**config.mk**
```make
export PLATFORM = sky130hd
export DESIGN_NAME = uart_tx_ctrl
export DESIGN_NICKNAME = d
export VERILOG_FILES = /design/src/rtl/uart_tx_ctrl.sv
export SDC_FILE = /design/constraint.sdc
export NUM_CORES = 1
export LEC_CHECK = 0
export CAP_MARGIN = 20
export CORE_UTILIZATION = 40
export CTS_CLUSTER_DIAMETER = 150
export DETAILED_ROUTE_END_ITERATION = 16
export GPL_TIMING_DRIVEN = 0
export PLACE_DENSITY = 0.63
export SYNTH_ARGS = -nofsm -noshare
export SYNTH_HDL_FRONTEND = slang
export SYNTH_SLANG_ARGS = --single-unit
```
**constraint.sdc**
```tcl
create_clock -name clk -period 3.85 [get_ports clk]
set_input_delay 0.9625 -clock clk [delete_from_list [all_inputs] [get_ports clk]]
set_output_delay 0.9625 -clock clk [all_outputs]
set_load 0.02 [all_outputs]
```
**src/rtl/uart_tx_ctrl.sv**
```systemverilog
// UART transmit controller: accepts a byte on a valid/ready handshake and
// serialises it as start, 8 data bits (LSB first), optional parity, and
// one or two stop bits. Each bit lasts CLKS_PER_BIT clock cycles.
module uart_tx_ctrl #(
  parameter int unsigned CLKS_PER_BIT = 4,
  parameter int unsigned PARITY_EN    = 0,
  parameter int unsigned PARITY_ODD   = 0,
  parameter int unsigned STOP_BITS    = 1
) (
  input  logic       clk,
  input  logic       rst,
  input  logic       tx_valid,
  input  logic [7:0] tx_data,
  output logic       tx_ready,
  output logic       tx,
  output logic       tx_busy,
  output logic       tx_done
);

  localparam int unsigned BaudW = $clog2(CLKS_PER_BIT);
  localparam logic [BaudW-1:0] BaudMax = BaudW'(CLKS_PER_BIT - 1);
  // Index of the final stop bit (0 for one stop bit, 1 for two).
  localparam logic StopLast = (STOP_BITS == 2);
  localparam logic ParEn    = (PARITY_EN != 0);
  localparam logic ParOdd   = (PARITY_ODD != 0);

  typedef enum logic [2:0] {
    StIdle   = 3'd0,
    StStart  = 3'd1,
    StData   = 3'd2,
    StParity = 3'd3,
    StStop   = 3'd4
  } state_e;

  state_e           state_q, state_d;
  logic [BaudW-1:0] baud_q, baud_d;
  logic [2:0]       bit_idx_q, bit_idx_d;
  logic             stop_idx_q, stop_idx_d;
  // Holds the accepted byte unchanged for the whole frame; bits are picked
  // by bit index so the parity can be taken from the full byte at any time.
  logic [7:0]       shift_q, shift_d;
  logic             tx_q, tx_d;
  logic             done_q, done_d;
  logic             baud_last;

  assign baud_last = (baud_q == BaudMax);

  // Next-state, counters and byte capture.
  always_comb begin
    state_d    = state_q;
    baud_d     = baud_q + BaudW'(1);
    bit_idx_d  = bit_idx_q;
    stop_idx_d = stop_idx_q;
    shift_d    = shift_q;
    done_d     = 1'b0;

    case (state_q)
      StIdle: begin
        baud_d    = '0;
        bit_idx_d = '0;
        if (tx_valid) begin
          shift_d = tx_data;
          state_d = StStart;
        end
      end

      StStart: begin
        if (baud_last) begin
          baud_d    = '0;
          bit_idx_d = '0;
          state_d   = StData;
        end
      end

      StData: begin
        if (baud_last) begin
          baud_d = '0;
          if (bit_idx_q == 3'd7) begin
            stop_idx_d = 1'b0;
            state_d    = ParEn ? StParity : StStop;
          end else begin
            bit_idx_d = bit_idx_q + 3'd1;
          end
        end
      end

      StParity: begin
        if (baud_last) begin
          baud_d     = '0;
          stop_idx_d = 1'b0;
          state_d    = StStop;
        end
      end

      StStop: begin
        if (baud_last) begin
          baud_d = '0;
          if (stop_idx_q == StopLast) begin
            bit_idx_d = '0;
            done_d    = 1'b1;
            state_d   = StIdle;
          end else begin
            stop_idx_d = 1'b1;
          end
        end
      end

      // Undefined encoding: recover to idle with the line high.
      default: begin
        baud_d     = '0;
        bit_idx_d  = '0;
        stop_idx_d = 1'b0;
        state_d    = StIdle;
      end
    endcase
  end

  // Line level is computed from the next state so tx lines up with the
  // registered state (tx goes low on the accepting edge's following cycle).
  always_comb begin
    tx_d = 1'b1;
    case (state_d)
      StIdle:   tx_d = 1'b1;
      StStart:  tx_d = 1'b0;
      StData:   tx_d = shift_q[bit_idx_d];
      StParity: tx_d = (^shift_q) ^ ParOdd;
      StStop:   tx_d = 1'b1;
      default:  tx_d = 1'b1;
    endcase
  end

  // State and datapath registers; reset aborts any frame immediately.
  always_ff @(posedge clk or posedge rst) begin
    if (rst) begin
      state_q    <= StIdle;
      baud_q     <= '0;
      bit_idx_q  <= '0;
      stop_idx_q <= 1'b0;
      shift_q    <= '0;
      tx_q       <= 1'b1;
      done_q     <= 1'b0;
    end else begin
      state_q    <= state_d;
      baud_q     <= baud_d;
      bit_idx_q  <= bit_idx_d;
      stop_idx_q <= stop_idx_d;
      shift_q    <= shift_d;
      tx_q       <= tx_d;
      done_q     <= done_d;
    end
  end

  // Handshake and status outputs decoded from the registered state.
  always_comb begin
    tx_ready = (state_q == StIdle);
    tx_busy  = (state_q != StIdle);
    tx       = tx_q;
    tx_done  = done_q;
  end

endmodule

```
**After elaboration in Yosys (flattened, before gate mapping)**

Index checks and enable logic that the tools add are counted.

- Add/sub/neg operators: 2
- Magnitude comparators: 1
- Eq/ne operators: 13
- Multiplexer cells: 28
- Bitwise gates (word level): 1
- Reduce and logical (&&, ||, !) cells: 7

Operators by type and width:

| cell | count |
|---|---|
| $mux 3 | 12 |
| $pmux 3 s5 | 1 |
| $eq 3x2->1 const B | 4 |
| $pmux 3 s4 | 1 |
| $mux 1 | 9 |
| $ne 2x2->1 const B | 4 |
| $reduce_xor 8->1 | 1 |
| $eq 3x1->1 const B | 2 |
| $eq 3x3->1 const B | 2 |
| $reduce_and 5->1 | 1 |
| $lt 3x4->1 const B | 1 |
| $mux 2 | 2 |
| $pmux 1 s4 | 1 |
| $reduce_or 4->1 | 1 |
| $add 3x1->3 const B | 1 |
| $bmux 1 s3 | 1 |
| $logic_not 3->1 | 1 |
| $pmux 1 s3 | 1 |
| $reduce_bool 3->1 | 1 |
| $add 2x1->2 const B | 1 |
| $eq 2x2->1 const B | 1 |
| $reduce_and 2->1 | 1 |
| $reduce_or 2->1 | 1 |
| $not 1->1 | 1 |

- Register bits after elaboration: 19
- Input bits: 11
- Output and inout port bits: 4
- Word-level logic and storage cells: 59

**Depth between registers and ports, before layout**

- Depth in word-level cells: 7
- Mapped depth: 8
- Gate-level depth less buffers: 7

**Worst setup path before layout**

No wires, ideal clock.

- Kind: register to output
- From: register state_q[1]
- To: output tx_ready
- Arrival: 1.249 ns
- Data required time: 2.888 ns
- Path slack: 1.638 ns
- Cell stages (with the launch flop): 4
- Path buffers: 1
- Path through: dfrtp_1 > clkbuf_2 > or3_2 > inv_1

- Cells in the longest elaborated chain, start to end: 1

Ends and longest elaborated chain:

| item | line | source |
|---|---|---|
| start: declaration | 35 | `state_e state_q, state_d;` |
| start signal: assignment | 135 | `state_q <= StIdle;` |
| start signal: assignment | 143 | `state_q <= state_d;` |
| $logic_not 3->1 | 155 | `tx_ready = (state_q == StIdle);` |
| end: declaration | 14 | `output logic tx_ready,` |

No other way between the ends.

**Worst setup path in the final report**

Ends and elaborated chain as after synthesis.

==> summary.txt <==
Worst setup path
  – CP arrival: 2.05 ns
  – Reg2reg path depth: 7
  – CP endpoint kind: output pin
  – Crit path launch type: register
  – Critical path origin: state_q[1]
  – WS Path Type: reg2out
  – CP Max Fanout: 9
  – Reg-to-reg startpoint: bit_idx_q[0]
  – R2R Setup Slk: 1.77 ns
  – Worst Path Required: 2.89 ns

Synth
  – Post-synth top flop: dfrtp_1
  – Syn_nets: 98
  – Mean Syn Cell Area: 11.5 um^2
  – Distinct cells, synth: 34
  – Synth Instances: 85
  – Async SR Flop Fraction: 100%
  – Synthesis Warnings: 0
  – Seq cells post-synth: 18
  – Seq/Total Area, Yosys: 46.1%
  – Post-synth EDFFs: 0
  – Post-Syn Area: 980 um^2

Timing
  – Setup violations, final: 0
  – Worst slew margin: 55.2%
  – Worst-Margin Slew: 0.671 ns
  – Final min period: 3.01 ns
  – Worst Hold Margin: 0.437 ns
  – Pins Over Slew Limit: 0
  – Setup TNS: 0 ns
  – Final Cycle Share: 78.2%
  – Hold Vio Cnt, Final: 0
  – Max Clk Rate: 332 MHz
  – Setup Skew: 0.00284 ns
  – Unrepaired setup endpoints after global routing: no

Routing
  – Drt pass-1 iters: 4
  – Wire length per cell: 11.6 um
  – Antenna Nets Post-Route: 0
  – Post-DR vias/cell: 5.14
  – Drt drc: 0
  – DR iter-0 viols: 13
  – Detailed Route WL: 1530 um
  – Via count: 673

Clocking
  – Hold-fix buffers, CTS: 0
  – Htree depth: 1
  – CTS root buf: clkbuf_4
  – TritonCTS Sinks: 18
  – CTS tree: done
  – Reg clk slew, reported paths: 0.10 ns
  – Post_cts resized: 0
  – Post-CTS Repair Setup Buffers: 0
  – Clk_lat worst skew: 0.29 ns
  – Max Root-Sink Buffers: 2
  – CTS Buf Count: 3

GRT
  – Largest net degree at the start of global routing: 19
  – Total congestion overflow: 0
  – Overall Global Routing Usage: 13.8%
  – First-pass GRT wire length: 2660 um
  – Initial antenna violation count: 0
  – Vias in the first global route: 640

Worst hold path
  – Hold Path Origin: baud_q[0]
  – Worst Hold Depth: 1
  – Hold/Removal Path Class: reg2reg

Floorplan
  – Die width: 51.5 um
  – Core Footprint: 2250 um^2
  – Die Height: 51.5 um
  – Std-Cell Rows: 17
  – Die area: 2650 um^2
  – Starting Density: 43.5%
  – Ports: 15

Final layout
  – Seq. cell area: 452 um^2
  – Inserted Diodes: 0
  – # fillers: 210
  – Most frequent cells in the layout: 17 x dfrtp_1, 14 x clkdlybuf4s50_1, 9 x mux2_2, 6 x mux2i_1, 6 x xnor2_1
  – Synthesis-to-layout area growth: 21.6%
  – Multi-input gate area: 477 um^2
  – Nets: 117
  – Fraction of layout cells with a size suffix above 1: 22.3%
  – Commonest non-fill, non-tap cell in the layout: dfrtp_1

Power
  – Pwr/cell area: 802 nW/um^2
  – Max IR drop VDD: 0.403 mV
  – Leak: 0.521 nW

Placement
  – Post-DP HPWL: 1180 um
  – PortBufs: 14
  – Final RePlAce weighted congestion: 0.800

Job
  – # Max-Cap Violations: 0

Status
  – Status: complete, no violations
[cells by family after synthesis]
family,share of synthesized area (%)
compound gates,9.96
xor+xnor,6.26
fa+ha+maj,2.55
buf+inv,5.23
flops,46.1
mux,16.5
simple gates,13.4
[where the power goes]
group,internal [mW],leakage (nW),switching [mW]
clock,0.0576,0.0210,0.0574
combinational,0.286,0.277,0.236
sequential,0.269,0.223,0.0489
total,0.613,0.521,0.342
[path summary, 6_finish.rpt]
| path | endpoint |
|---|---|
| setup / recovery | tx_ready |
| hold / removal | baud_q[0] |
| setup reg to reg | tx |
| hold reg to reg | baud_q[0] |
| max in group asynchronous | shift_q[3] |
| min in group asynchronous | baud_q[1] |
[state kept, by name, indices dropped and copies added (netlist names)]
register,flops
baud_q,2
bit_idx_q,3
shift_q,8
state_q,3
tx,1
tx_done,1
[critical path, cell delays in order, from the launching register on]
cell	delay [ns]
dfrtp_1	0.38
clkbuf_2	0.16
or3_2	0.53
inv_1	0.09
clkdlybuf4s50_1	0.60
[synthesized netlist by cell type (all sizes together), types with 2 or more instances]
library cell / instances / area [um^2]
inv: 4 / 15.0
and2: 2 / 13.8
nand2: 5 / 18.8
nor3: 2 / 10.0
ha: 2 / 25.0
mux2i: 6 / 60.1
o21ai: 2 / 10.0
dfrtp: 17 / 425
nor2: 4 / 15.0
nand2b: 2 / 20.0
nand3b: 3 / 22.5
buf: 4 / 31.3
xnor2: 6 / 52.6
o22ai: 2 / 12.5
mux2: 9 / 101
[metrics by stage]
stage	total power [mW]	area [um^2]	setup WS (ns)	instances	util, %
final	0.955	1190	0.839	131	52.8
after floorplan	0.735	980	1.64	85	-
after global routing	1.04	1190	0.747	131	52.8
after global placement	0.836	1150	1.18	127	51.2
after detailed placement	0.850	1150	1.17	127	51.2
after CTS	0.967	1190	0.825	131	52.8
[per-layer routing]
metal / global-route usage, % / wire length (um) / vias to the layer above
met5: 0 / 0 / -
met4: 6.76 / 31 / 0
met2: 22.5 / 740 / 12
li1: - / - / 335
met3: 2.63 / 50 / 4
met1: 17.5 / 704 / 322
[area by class of cell]
cell class | instances | share of cell area, %
flip-flops and latches | 18 | 37.9
clock buffers | 4 | 3.05
repair buffers | 14 | 11.8
plain buffers | 5 | 3.05
well taps | 28 | 2.94
inverters | 4 | 1.26
multi-input cells | 58 | 40.0
Note: power is estimated with default switching activity, not from simulation.
